File: src/rtl/jpeg_par_pkg.sv
// ---------------------------------------------------------------------------
// jpeg_par_pkg
// Shared constants and types for the JPEG lane parity pipeline.
//   PKT_CNT_W   : width of the packet beat counter
//   PKT_CNT_MAX : saturation value of the beat counter
//   lane_par_t  : one lane's parity bit; used as lane_par_t [LANES-1:0]
//   sat_inc()   : saturating increment of a beat count
// ---------------------------------------------------------------------------
package jpeg_par_pkg;

    localparam int PKT_CNT_W = 16;
    localparam logic [PKT_CNT_W-1:0] PKT_CNT_MAX = '1;

    typedef logic lane_par_t;

    function automatic logic [PKT_CNT_W-1:0] sat_inc(input logic [PKT_CNT_W-1:0] c);
        return (c == PKT_CNT_MAX) ? c : c + 1'b1;
    endfunction

endpackage

File: src/rtl/jpeg_lane_parity_reduce.sv
// ---------------------------------------------------------------------------
// jpeg_lane_parity_reduce
// Combinational XOR reduction of one DATA_W-bit lane.
//   lane_i : lane data
//   par_o  : raw (non-inverted) parity of lane_i
// ---------------------------------------------------------------------------
module jpeg_lane_parity_reduce #(
    parameter int DATA_W = 3
) (
    input  logic [DATA_W-1:0] lane_i,
    output logic              par_o
);

    assign par_o = ^lane_i;

endmodule

File: src/rtl/jpeg_lane_parity_pipe.sv
// ---------------------------------------------------------------------------
// jpeg_lane_parity_pipe
// Two-stage valid/ready pipeline computing per-lane parity of LANES lanes of
// DATA_W bits. Stage 1 holds the raw XOR reduction, stage 2 the (optionally
// inverted) parity presented on out_par.
//   clk, rst                 : clock, asynchronous active-high reset
//   in_valid/in_ready        : input handshake, in_data lane i at [i*DATA_W +: DATA_W]
//   in_last                  : final beat of a packet
//   out_valid/out_ready      : output handshake, out_par / out_last
//   pkt_valid/pkt_par/pkt_beats : packet parity result, one-cycle pulse
// Optional feature: define JPEG_PAR_ACCUM_EN to build the packet accumulator;
// otherwise the pkt_* ports are tied to zero.
// ---------------------------------------------------------------------------
module jpeg_lane_parity_pipe
    import jpeg_par_pkg::*;
#(
    parameter int DATA_W = 3,
    parameter int LANES  = 4,
    parameter bit INVERT = 1'b1
) (
    input  logic                     clk,
    input  logic                     rst,
    input  logic                     in_valid,
    output logic                     in_ready,
    input  logic [LANES*DATA_W-1:0]  in_data,
    input  logic                     in_last,
    output logic                     out_valid,
    input  logic                     out_ready,
    output logic [LANES-1:0]         out_par,
    output logic                     out_last,
    output logic                     pkt_valid,
    output logic [LANES-1:0]         pkt_par,
    output logic [PKT_CNT_W-1:0]     pkt_beats
);

    localparam lane_par_t [LANES-1:0] INV_VEC = {LANES{INVERT}};

    lane_par_t [LANES-1:0] raw_par;
    lane_par_t [LANES-1:0] s1_raw_q;
    lane_par_t [LANES-1:0] s2_par_q;
    logic      [2:1]       vld_q;
    logic                  s1_last_q;
    logic                  s2_last_q;
    logic                  en1;
    logic                  en2;

    for (genvar g = 0; g < LANES; g++) begin : g_lane
        jpeg_lane_parity_reduce #(.DATA_W(DATA_W)) u_red (
            .lane_i (in_data[g*DATA_W +: DATA_W]),
            .par_o  (raw_par[g])
        );
    end

    assign en2      = ~vld_q[2] | out_ready;
    assign en1      = ~vld_q[1] | en2;
    // Held low during reset so no beat is accepted while state is cleared.
    assign in_ready = en1 & ~rst;

    always_ff @(posedge clk or posedge rst) begin
        if (rst) begin
            vld_q     <= '0;
            s1_raw_q  <= '0;
            s1_last_q <= 1'b0;
            s2_par_q  <= '0;
            s2_last_q <= 1'b0;
        end else begin
            if (en1) begin
                vld_q[1] <= in_valid;
                if (in_valid) begin
                    s1_raw_q  <= raw_par;
                    s1_last_q <= in_last;
                end
            end
            if (en2) begin
                vld_q[2] <= vld_q[1];
                if (vld_q[1]) begin
                    // Inversion is registered so out_par is 0 out of reset
                    // regardless of INVERT.
                    s2_par_q  <= s1_raw_q ^ INV_VEC;
                    s2_last_q <= s1_last_q;
                end
            end
        end
    end

    assign out_valid = vld_q[2];
    assign out_par   = s2_par_q;
    assign out_last  = s2_last_q;

`ifdef JPEG_PAR_ACCUM_EN
    lane_par_t [LANES-1:0] acc_q, acc_d;
    lane_par_t [LANES-1:0] pkt_par_q, pkt_par_d;
    logic [PKT_CNT_W-1:0]  cnt_q, cnt_d;
    logic [PKT_CNT_W-1:0]  beats_q, beats_d;
    logic                  pkt_vld_q, pkt_vld_d;

    always_comb begin
        acc_d     = acc_q;
        cnt_d     = cnt_q;
        pkt_par_d = pkt_par_q;
        beats_d   = beats_q;
        pkt_vld_d = 1'b0;
        if (out_valid && out_ready) begin
            // Accumulate raw parity; undo the stage-2 inversion first.
            acc_d = acc_q ^ (s2_par_q ^ INV_VEC);
            cnt_d = sat_inc(cnt_q);
            if (s2_last_q) begin
                pkt_par_d = acc_d ^ INV_VEC;
                beats_d   = cnt_d;
                pkt_vld_d = 1'b1;
                acc_d     = '0;
                cnt_d     = '0;
            end
        end
    end

    always_ff @(posedge clk or posedge rst) begin
        if (rst) begin
            acc_q     <= '0;
            cnt_q     <= '0;
            pkt_par_q <= '0;
            beats_q   <= '0;
            pkt_vld_q <= 1'b0;
        end else begin
            acc_q     <= acc_d;
            cnt_q     <= cnt_d;
            pkt_par_q <= pkt_par_d;
            beats_q   <= beats_d;
            pkt_vld_q <= pkt_vld_d;
        end
    end

    assign pkt_valid = pkt_vld_q;
    assign pkt_par   = pkt_par_q;
    assign pkt_beats = beats_q;
`else
    assign pkt_valid = 1'b0;
    assign pkt_par   = '0;
    assign pkt_beats = '0;
`endif

endmodule

File: config.mk
export PLATFORM = sky130hd
export DESIGN_NAME = jpeg_lane_parity_pipe
export DESIGN_NICKNAME = d
export VERILOG_FILES = /design/src/rtl/jpeg_par_pkg.sv /design/src/rtl/jpeg_lane_parity_reduce.sv /design/src/rtl/jpeg_lane_parity_pipe.sv
export SDC_FILE = /design/constraint.sdc
export NUM_CORES = 1
export LEC_CHECK = 0
export ABC_AREA = 0
export BUFFER_PORTS_ARGS = -buffer_cell sky130_fd_sc_hd__buf_2
export CAP_MARGIN = 10
export CORE_UTILIZATION = 38
export DETAILED_ROUTE_END_ITERATION = 12
export GPL_ROUTABILITY_DRIVEN = 0
export GPL_TIMING_DRIVEN = 0
export PLACE_DENSITY = 0.72
export REMOVE_ABC_BUFFERS = 1
export SKIP_LAST_GASP = 1
export SLEW_MARGIN = 20
export SYNTH_ARGS = -nofsm -noshare
export SYNTH_HDL_FRONTEND = slang
export SYNTH_HIERARCHICAL = 1
export SYNTH_SLANG_ARGS = --single-unit
File: constraint.sdc
create_clock -name clk -period 1.4 [get_ports clk]
set_input_delay 0 -clock clk [delete_from_list [all_inputs] [get_ports clk]]
set_output_delay 0 -clock clk [all_outputs]
set_load 0.03 [all_outputs]
; ---- Word-level counts from Yosys, hierarchy flattened
; Cells that the tools add are included.
[totals]
ff_bits = 12
inputBits = 17
output_inout_bits = 28
elab_cells = 19
[classes]
n_bitwise = 7
reduce_logical = 6
[ops]
columns = op, count
row1 = $reduce_xor A3 Y1, 4
row2 = $not A4 Y4, 1
row3 = $reduce_and A2 Y1, 2
row4 = $not A1 Y1, 3
row5 = $or A1 B1 Y1, 2
row6 = $and A1 B1 Y1, 1

; ---- Longest topological paths before layout
; Gate-level depths: netlist of the first run.
[depth]
depth_word = 4
ltp_mapped = 3
ltp_nobuf = 3

; ---- Cells and area by module
; The synthesis of the first run kept the hierarchy.
[modules_own_cells]
columns = mod, n_inst, cells_per_inst, area_each_um2, seq_area_each_um2
row1 = jpeg_lane_parity_pipe, 1, 56, 638.1, 300.3
row2 = jpeg_lane_parity_reduce, 4, 1, 23.8, 0.0

; ---- Worst setup path after synthesis of the first run
; No wires, ideal clock.
[synth_path]
path_kind = reg-to-reg
startpoint = register vld_q[2] (netlist bit)
endpoint = register s1_last_q
setup_ns = 0.125
arrival_ns = 1.141
t_required_ns = 1.275
setup_slack_ns = 0.134
stages_incl_launch_ff = 4
n_path_buf = 0
period_less_slack_ns = 1.266
cell_sequence = dfrtp_1 nand3b_2 nand2_2 mux2_2
[synth_between]
elab_chain_len = 4
[synth_rtl]
columns = element, line
row1 = start: declaration, jpeg_lane_parity_pipe.sv:41  ; logic [2:1] vld_q;
row2 = $not A1 Y1, jpeg_lane_parity_pipe.sv:54  ; assign en2 = ~vld_q[2] | out_ready;
row3 = $or A1 B1 Y1, jpeg_lane_parity_pipe.sv:54
row4 = $or A1 B1 Y1, jpeg_lane_parity_pipe.sv:55  ; assign en1 = ~vld_q[1] | en2;
row5 = $reduce_and A2 Y1 (no line), n/a
row6 = end signal: assignment, jpeg_lane_parity_pipe.sv:71  ; s1_last_q <= in_last;
row7 = end: declaration, jpeg_lane_parity_pipe.sv:42  ; logic s1_last_q;
; No other way between the ends.
; A chain may end at the register's enable or synchronous reset.

; ---- Worst setup path in the final report of the first run
[layout_path]
startpoint = register vld_q[1] (netlist bit)
endpoint = register s1_raw_q[3] (netlist bit)
[layout_between]
elab_chain_len = 3
[layout_rtl]
columns = element, line
row1 = $not A1 Y1, jpeg_lane_parity_pipe.sv:55
row2 = $or A1 B1 Y1, jpeg_lane_parity_pipe.sv:55
row3 = $reduce_and A2 Y1 (no line), n/a
row4 = end signal: assignment, jpeg_lane_parity_pipe.sv:70  ; s1_raw_q <= raw_par;
row5 = end: declaration, jpeg_lane_parity_pipe.sv:39  ; lane_par_t [LANES-1:0] s1_raw_q;
; No other way between the ends.

==> flow_summary.yaml, run 1 <==
routing:
  drt_iter0_markers: 0
  drtPass1Iterations: 1
  drc: 0
  viasPerCell: 3.87
  vias: 441
  wl_um: 1100
  ant_nets: 0
  avgRoutedWirePerCell_um: 9.61
power_and_ir_drop:
  power.leakage_nw: 0.466
  finalPower_mw: 1.12
  cellPowerDensity_nw_per_um2: 1300
  vdd_drop_max_mv: 0.524
critical_path:
  path_cells: "nand3b_2 -> nand2_2 -> mux2_2"
  startpoint: "vld_q[1]$_DFFE_PP0P_"
  cpLargestDelayFamily: "flip-flops"
  critical_path_buf_inv_count: 0
  cp_max_fo: 7
  reg2reg_slack_ns: 0.18
  max_stage_delay_ns: 0.47
  rr_worst_depth: 3
  crit_path_end_kind: "flop"
  crit_path_start_kind: "flop"
  cp.arrival_ns: 1.37
  required_ns: 1.55
  reg2reg_from: "vld_q[1]$_DFFE_PP0P_"
  critPathCapture: "s1_raw_q[3]$_DFFE_PP0P_"
  crit_slowest_cell: "dfrtp_1"
  cp.depth: 3
  r2r-end: "s1_raw_q[3]$_DFFE_PP0P_"
  path_class: "reg -> reg"
floorplanning:
  start_util: 0.416
  die_width_um: 45.9
  die_area_um2: 2110
  core-area_um2: 1760
  fp-row-count: 15
  fp.dieH_um: 45.9
  pin_count: 45
global_routing:
  grt_max_degree: 13
  grt_pass1_vias: 416
  gr-total-overflow: 0
  grt.total_usage: 0.114
  grt_pass1_wl_um: 1680
  antenna_found_initial: 0
sta:
  relSlewSlack: 0.646
  timing.final.ws_setup_ns: 0.177
  hold_viol: 0
  fmax_mhz: 818
  period_needed_ns: 1.22
  period_share: 0.874
  fin_skew_ns: 0.00359
  maxSlewViolCount: 0
  rsz0062_at_grt: "no"
  finalSetupViolations: 0
  fin_setup_tns_ns: 0
  worstMarginPinSlew_ns: 0.530
finish:
  syn_to_final_growth_pct: 17.7
  regArea_um2: 300
  final_util: 0.489
  fill_cells: 186
  mostFrequentLayoutCells: "23 x buf_2, 21 x conb_1, 12 x dfrtp_1"
  diodes: 0
  multi_input_area_um2: 347
  final_common_cell: "buf_2"
  final_nets: 107
  drive_gt1_frac: 0.416
  final_cells: 114
placement:
  numPortBuffers: 23
  dp.cells: 107
  dp_hpwl_um: 884
  dp_slack_ns: 0.191
clock_network:
  max-clock-path-buffers: 2
  post_cts_buffers: 0
  cts.sinks: 12
  cts_buffers: 3
  cts_tree: "yes"
  clkTransAtPathRegs_ns: 0.07
  clk_latency_ns: 0.26
  root_buffer: "clkbuf_4"
  cts_htree_levels: 1
synth:
  postSynthAreaPerCell_um2: 12.2
  synth_cells: 60
  synth_seq_cells: 12
  synth-seq-area-share: 0.410
  yosys_warnings: 6
  synth.cell_area_um2: 733
  synth_cell_types: 14
hold_path:
  holdCritPathClass: "in -> reg"
flow_run:
  drv_cap: 0
outcome:
  status: "finished, final reports clean"
==> power by group <==
group / switching, mW / internal [mW] / total (mW)
registers: 0.0461 / 0.423 / 0.469
logic: 0.242 / 0.145 / 0.387
clock network: 0.105 / 0.158 / 0.263
total: 0.393 / 0.725 / 1.12
==> kinds of logic after synthesis <==
logic type | Yosys count | share of synthesized area
other | 1 | 0.00511
buffers and inverters | 22 | 0.220
muxes | 6 | 0.0973
xor gates and xnor gates | 4 | 0.130
and+or+nand+nor | 7 | 0.0836
AOI/OAI and AO/OA | 8 | 0.0546
DFF | 12 | 0.410
==> per-stage QoR <==
stage	cell area [um2]	hold slack, ns
after global routing	863	0.149
after CTS	863	0.129
final	863	0.125
after floorplan	651	-0.130
after global placement	797	0.0219
after detailed placement	797	0.0254
==> worst min-delay path by stage <==
stage | startpoint | to | slack, ns | depth (start not counted)
global placement | rst | out_last$_DFFE_PP0P_ | 0.02 | 2
finish | in_data[8] | s1_raw_q[2]$_DFFE_PP0P_ | 0.12 | 3
detailed placement | rst | out_par[0]$_DFFE_PP0P_ | 0.03 | 2
global route | in_data[5] | s1_raw_q[1]$_DFFE_PP0P_ | 0.15 | 3
floorplan | rst | out_last$_DFFE_PP0P_ | -0.13 | 1
CTS | in_data[8] | s1_raw_q[2]$_DFFE_PP0P_ | 0.13 | 3
==> state kept, by name (all words and copies together), names as in the netlist <==
name       cells
vld_q          2
out_par        4
out_last       1
s1_raw_q       4
s1_last_q      1
==> cells in the mapped netlist <==
cell      instances  area share
and2_4            1       0.012
mux2_2            5       0.077
mux2_4            1       0.020
or2b_1            2       0.020
xor3_1            4        0.13
a21oi_1           8       0.055
nand3b_2          1       0.015
inv_1             1      0.0051
dfrtp_1          12        0.41
nand2b_4          1       0.019
buf_4            21        0.22
conb_1            1      0.0051
and2_1            1      0.0085
nand2_2           1      0.0085
==> layout make-up <==
cell class / count / share of cell area
Clock buffer: 4 / 0.0420
Inverter: 1 / 0.00435
Multi-Input combinational cell: 46 / 0.401
Sequential cell: 12 / 0.348
Tap cell: 25 / 0.0362
Timing Repair Buffer: 26 / 0.168
==> timing repair <==
item,4_1_cts,5_1_grt
resized for setup,0,0
hold endpoints to repair,14,0
hold buffers,3,0
==> layer usage <==
metal / share of wire / track usage
met5: 0 / 0
met1: 0.43 / 0.137
met2: 0.49 / 0.194
met3: 0.073 / 0.0357
met4: 0 / 0.0353
==> worst register-to-register path: stages (launching register included) <==
cell and delay, ns:
dfrtp_1 0.47, nand3b_2 0.13, nand2_2 0.16, mux2_2 0.35
Note: power is estimated with default switching activity, not from simulation.
==> run 2: changes to the inputs <==
==> constraint.sdc (replaced) <==
create_clock -name clk -period 1.4 [get_ports clk]
set_input_delay 0 -clock clk [delete_from_list [all_inputs] [get_ports clk]]
set_output_delay 0 -clock clk [all_outputs]
set_load 0.02 [all_outputs]
==> flow_summary.yaml, run 2 (same netlist as run 1, synthesis figures left out) <==
routing:
  avgRoutedWirePerCell_um: 9.55
  vias: 443
  drtPass1Iterations: 2
  ant_nets: 0
  viasPerCell: 3.89
  wl_um: 1090
  drt_iter0_markers: 1
  drc: 0
critical_path:
  crit_top_cell: "buf_2"
  crit_path_start_kind: "input pin"
  cp.arrival_ns: 1.26
  crit_slowest_cell: "dlygate4sd3_1"
  required_ns: 1.40
  path_class: "in -> out"
  path_cells: "dlygate4sd3_1 -> buf_2 -> clkinvlp_4 -> and2_1 -> buf_2"
  crit_path_end_kind: "output port"
  startpoint: "rst"
  cp_max_fo: 13
  max_stage_delay_ns: 0.52
  reg2reg_from: "vld_q[1]$_DFFE_PP0P_"
placement:
  dp.cells: 107
  dp_slack_ns: 0.191
  dp_hpwl_um: 884
  numPortBuffers: 23
sta:
  fin_skew_ns: 0.00424
  period_share: 0.902
  period_needed_ns: 1.26
  timing.final.ws_setup_ns: 0.137
  fmax_mhz: 792
  rsz0062_at_grt: "no"
  finalSetupViolations: 0
  maxSlewViolCount: 0
  hold_viol: 0
  fin_setup_tns_ns: 0
finish:
  syn_to_final_growth_pct: 18.3
  multi_input_area_um2: 347
  fill_cells: 186
  final_cells: 114
  mostFrequentLayoutCells: "23 x buf_2, 21 x conb_1, 12 x dfrtp_1"
  regArea_um2: 300
  final_util: 0.491
  drive_gt1_frac: 0.427
  final_common_cell: "buf_2"
  final_nets: 107
  diodes: 0
floorplanning:
  pin_count: 45
  die_width_um: 45.9
  fp.dieH_um: 45.9
  core-area_um2: 1760
  fp-row-count: 15
  start_util: 0.416
  die_area_um2: 2110
power_and_ir_drop:
  p_int_mw: 0.725
  p_comb_frac: 0.310
  switching_share: 0.316
  p_sw_mw: 0.336
  vdd_drop_max_mv: 0.508
  cellPowerDensity_nw_per_um2: 1220
  clkPwrFrac: 0.248
  finalPower_mw: 1.06
  power_frac_seq: 0.442
  power.leakage_nw: 0.461
hold_path:
  holdCritPathClass: "in -> reg"
  worstHoldStart: "in_data[5]"
clock_network:
  root_buffer: "clkbuf_4"
  post_cts_buffers: 0
  cts.sinks: 12
  cts_buffers: 3
  max-clock-path-buffers: 2
  clkTransAtPathRegs_ns: 0.07
  clk_latency_ns: 0.26
  cts_htree_levels: 1
  cts_tree: "yes"
flow_run:
  drv_cap: 0
global_routing:
  grt.total_usage: 0.116
  antenna_found_initial: 0
  gr-total-overflow: 0
  grt_pass1_wl_um: 1710
  grt_pass1_vias: 426
  grt_max_degree: 14
outcome:
  status: "finished, final reports clean"
## run 2: power by group through the flow
stage	Combinational, mW	Sequential (mW)	Clock [mW]
2_1_floorplan	0.180	0.519	0
3_3_place_gp	0.314	0.470	0
3_5_place_dp	0.324	0.475	0
4_1_cts	0.331	0.469	0.270
5_1_grt	0.360	0.480	0.282
6_report	0.329	0.469	0.263
## run 2: path summary, 6_finish.rpt
| check | slack (ns) | to | cells past startpoint |
|---|---|---|---|
| setup / recovery | 0.14 | in_ready | 5 |
| hold / removal | 0.12 | s1_raw_q[1]$_DFFE_PP0P_ | 3 |
| setup reg to reg | 0.19 | s1_raw_q[3]$_DFFE_PP0P_ | 3 |
| hold reg to reg | 0.44 | out_par[2]$_DFFE_PP0P_ | 1 |
| max in group asynchronous | 0.98 | vld_q[2]$_DFFE_PP0P_ | 3 |
| min in group asynchronous | 0.23 | s1_last_q$_DFFE_PP0P_ | 3 |
## run 2: final cells by class
cell class / count / share of cell area
inverter: 1 / 0.00866
timing repair buffer: 26 / 0.167
sequential: 12 / 0.346
multi-input combinational: 46 / 0.400
tap: 25 / 0.0361
clock buffer: 4 / 0.0418
## run 2: per-layer routing
layer | track usage | up-vias | wire (um)
met5 | 0 | - | 0
met4 | 0.0353 | 0 | 0
met3 | 0.0357 | 0 | 83
met2 | 0.203 | 21 | 560
met1 | 0.134 | 209 | 445
li1 | - | 213 | -
## run 2: timing repair
action / in CTS / in global routing
hold buffers: 3 / 0
endpoints found under the hold margin: 14 / 0
gates resized for setup: 0 / 1
setup endpoints to repair: 0 / 1
## run 2: metrics by stage
stage	hold WS, ns	cell area (um2)
after detailed placement	0.0254	797
after global placement	0.0219	797
final	0.123	867
after CTS	0.129	863
after global routing	0.149	867
after floorplan	-0.130	651
## run 2: critical path: cells and delay by family
kind	cells	cell delay, ns
buffers and inverters	4	1.03
AND/OR/NAND/NOR	1	0.23
==> run 3: changes to the inputs <==
==> constraint.sdc (replaced) <==
create_clock -name clk -period 1.55 [get_ports clk]
set_input_delay 0 -clock clk [delete_from_list [all_inputs] [get_ports clk]]
set_output_delay 0 -clock clk [all_outputs]
set_load 0.02 [all_outputs]
==> flow_summary.yaml, run 3 (same netlist as run 1, synthesis figures left out) <==
sta:
  hold_viol: 0
  rsz0062_at_grt: "no"
  fmax_mhz: 748
  period_share: 0.862
  fin_setup_tns_ns: 0
  fin_skew_ns: 0.00424
  maxSlewViolCount: 0
  finalSetupViolations: 0
  period_needed_ns: 1.34
global_routing:
  grt.total_usage: 0.116
  grt.met1_usage: 0.134
  gr-total-overflow: 0
  antenna_found_initial: 0
  grt.busiest_layer: "met2"
  grt_pass1_wl_um: 1710
  grt_max_degree: 14
  use_met3: 0.0357
  grt_pass1_vias: 426
  met2_usage: 0.203
finish:
  diodes: 0
  final_common_cell: "buf_2"
  final_cell_area_um2: 863
  drive_gt1_frac: 0.416
  mostFrequentLayoutCells: "23 x buf_2, 21 x conb_1, 12 x dfrtp_1"
  syn_to_final_growth_pct: 17.7
  final_nets: 107
critical_path:
  required_ns: 1.55
  path_cells: "dlygate4sd3_1 -> buf_2 -> inv_1 -> and2_1 -> buf_2"
  crit_slowest_cell: "dlygate4sd3_1"
  reg2reg_slack_ns: 0.34
  max_stage_delay_ns: 0.53
  r2r-end: "s1_raw_q[3]$_DFFE_PP0P_"
  cp.arrival_ns: 1.34
  path_class: "in -> out"
  reg2reg_from: "vld_q[1]$_DFFE_PP0P_"
  rr_worst_depth: 3
  startpoint: "rst"
  cp_max_fo: 13
  crit_path_start_kind: "input pin"
  cp.depth: 5
  crit_path_end_kind: "output port"
  crit_top_cell: "buf_2"
  critical_path_buf_inv_count: 4
  critPathCapture: "in_ready"
  cpLargestDelayFamily: "buffers and inverters"
clock_network:
  max-clock-path-buffers: 2
  cts.sinks: 12
  clk_latency_ns: 0.26
  clkTransAtPathRegs_ns: 0.07
  postCtsResizedCells: 0
  root_buffer: "clkbuf_4"
  post_cts_buffers: 0
  cts_buffers: 3
  cts_tree: "yes"
  cts_htree_levels: 1
floorplanning:
  core-area_um2: 1760
  fp.dieH_um: 45.9
  die_area_um2: 2110
  start_util: 0.416
  pin_count: 45
  die_width_um: 45.9
  fp-row-count: 15
power_and_ir_drop:
  cellPowerDensity_nw_per_um2: 1110
  vdd_drop_max_mv: 0.459
  power.leakage_nw: 0.466
outcome:
  status: "finished, final reports clean"
flow_run:
  drv_cap: 0
routing:
  vias: 443
  viasPerCell: 3.89
  drt_iter0_markers: 1
  drtPass1Iterations: 2
  wl_um: 1090
  ant_nets: 0
  avgRoutedWirePerCell_um: 9.56
  drc: 0
placement:
  place_area_um2: 797
  numPortBuffers: 23
  dp_hpwl_um: 884
hold_path:
  holdCritPathClass: "in -> reg"
  worstHoldStart: "in_data[5]"
==> run 3: cell types whose count changed in the layout (fill, tap and decap cells not counted), sizes merged <==
cell / delta
inv: +1
clkinvlp: -1
==> run 3: worst min path at each step <==
| stage | to | slack (ns) | cells after the start |
|---|---|---|---|
| floorplan | out_last$_DFFE_PP0P_ | -0.13 | 1 |
| global placement | out_last$_DFFE_PP0P_ | 0.02 | 2 |
| detailed placement | out_par[0]$_DFFE_PP0P_ | 0.03 | 2 |
| CTS | s1_raw_q[2]$_DFFE_PP0P_ | 0.13 | 3 |
| global route | s1_raw_q[1]$_DFFE_PP0P_ | 0.15 | 3 |
| finish | s1_raw_q[1]$_DFFE_PP0P_ | 0.12 | 3 |
==> run 3: cell type report <==
cell class / count / area, um2
fillers: 186 / 901
flip-flops and latches: 12 / 300
clock buffers: 4 / 36.3
inverters: 1 / 3.75
multi-input cells: 46 / 347
well taps: 25 / 31.3
repair buffers: 26 / 145
==> run 3: metrics by stage <==
stage | power, mW | instances | hold WS [ns] | util | setup WS, ns
2_1_floorplan | 0.631 | 59 | -0.130 | - | 0.353
3_3_place_gp | 0.708 | 107 | 0.0219 | 0.452 | 0.364
3_5_place_dp | 0.722 | 107 | 0.0254 | 0.452 | 0.341
4_1_cts | 0.966 | 114 | 0.129 | 0.489 | 0.192
5_1_grt | 1.01 | 114 | 0.149 | 0.489 | 0.0686
6_report | 0.957 | 114 | 0.123 | 0.489 | 0.213
==> run 3: routing by layer <==
metal  part of all wire  vias to the layer above
met4                  0                        0
li1                   -                      213
met5                  0                        -
met1               0.41                      209
met2               0.51                       21
met3              0.076                        0
==> run 3: worst register-to-register path: stages, from the launching register on <==
cell and delay (ns):
dfrtp_1 0.46, nand3b_2 0.13, nand2_2 0.16, mux2_2 0.35
==> run 3: what timing repair did <==
| action | in CTS | in global routing |
|---|---|---|
| hold buffers | 3 | 0 |
| hold endpoints to repair | 14 | 0 |
| endpoints found under the setup margin | 0 | 0 |
==> run 3: where the power goes <==
group          switching [mW]  leakage, nW  internal (mW)
Combinational           0.166        0.310          0.130
Clock                  0.0951       0.0210          0.142
Sequential             0.0417        0.135          0.382
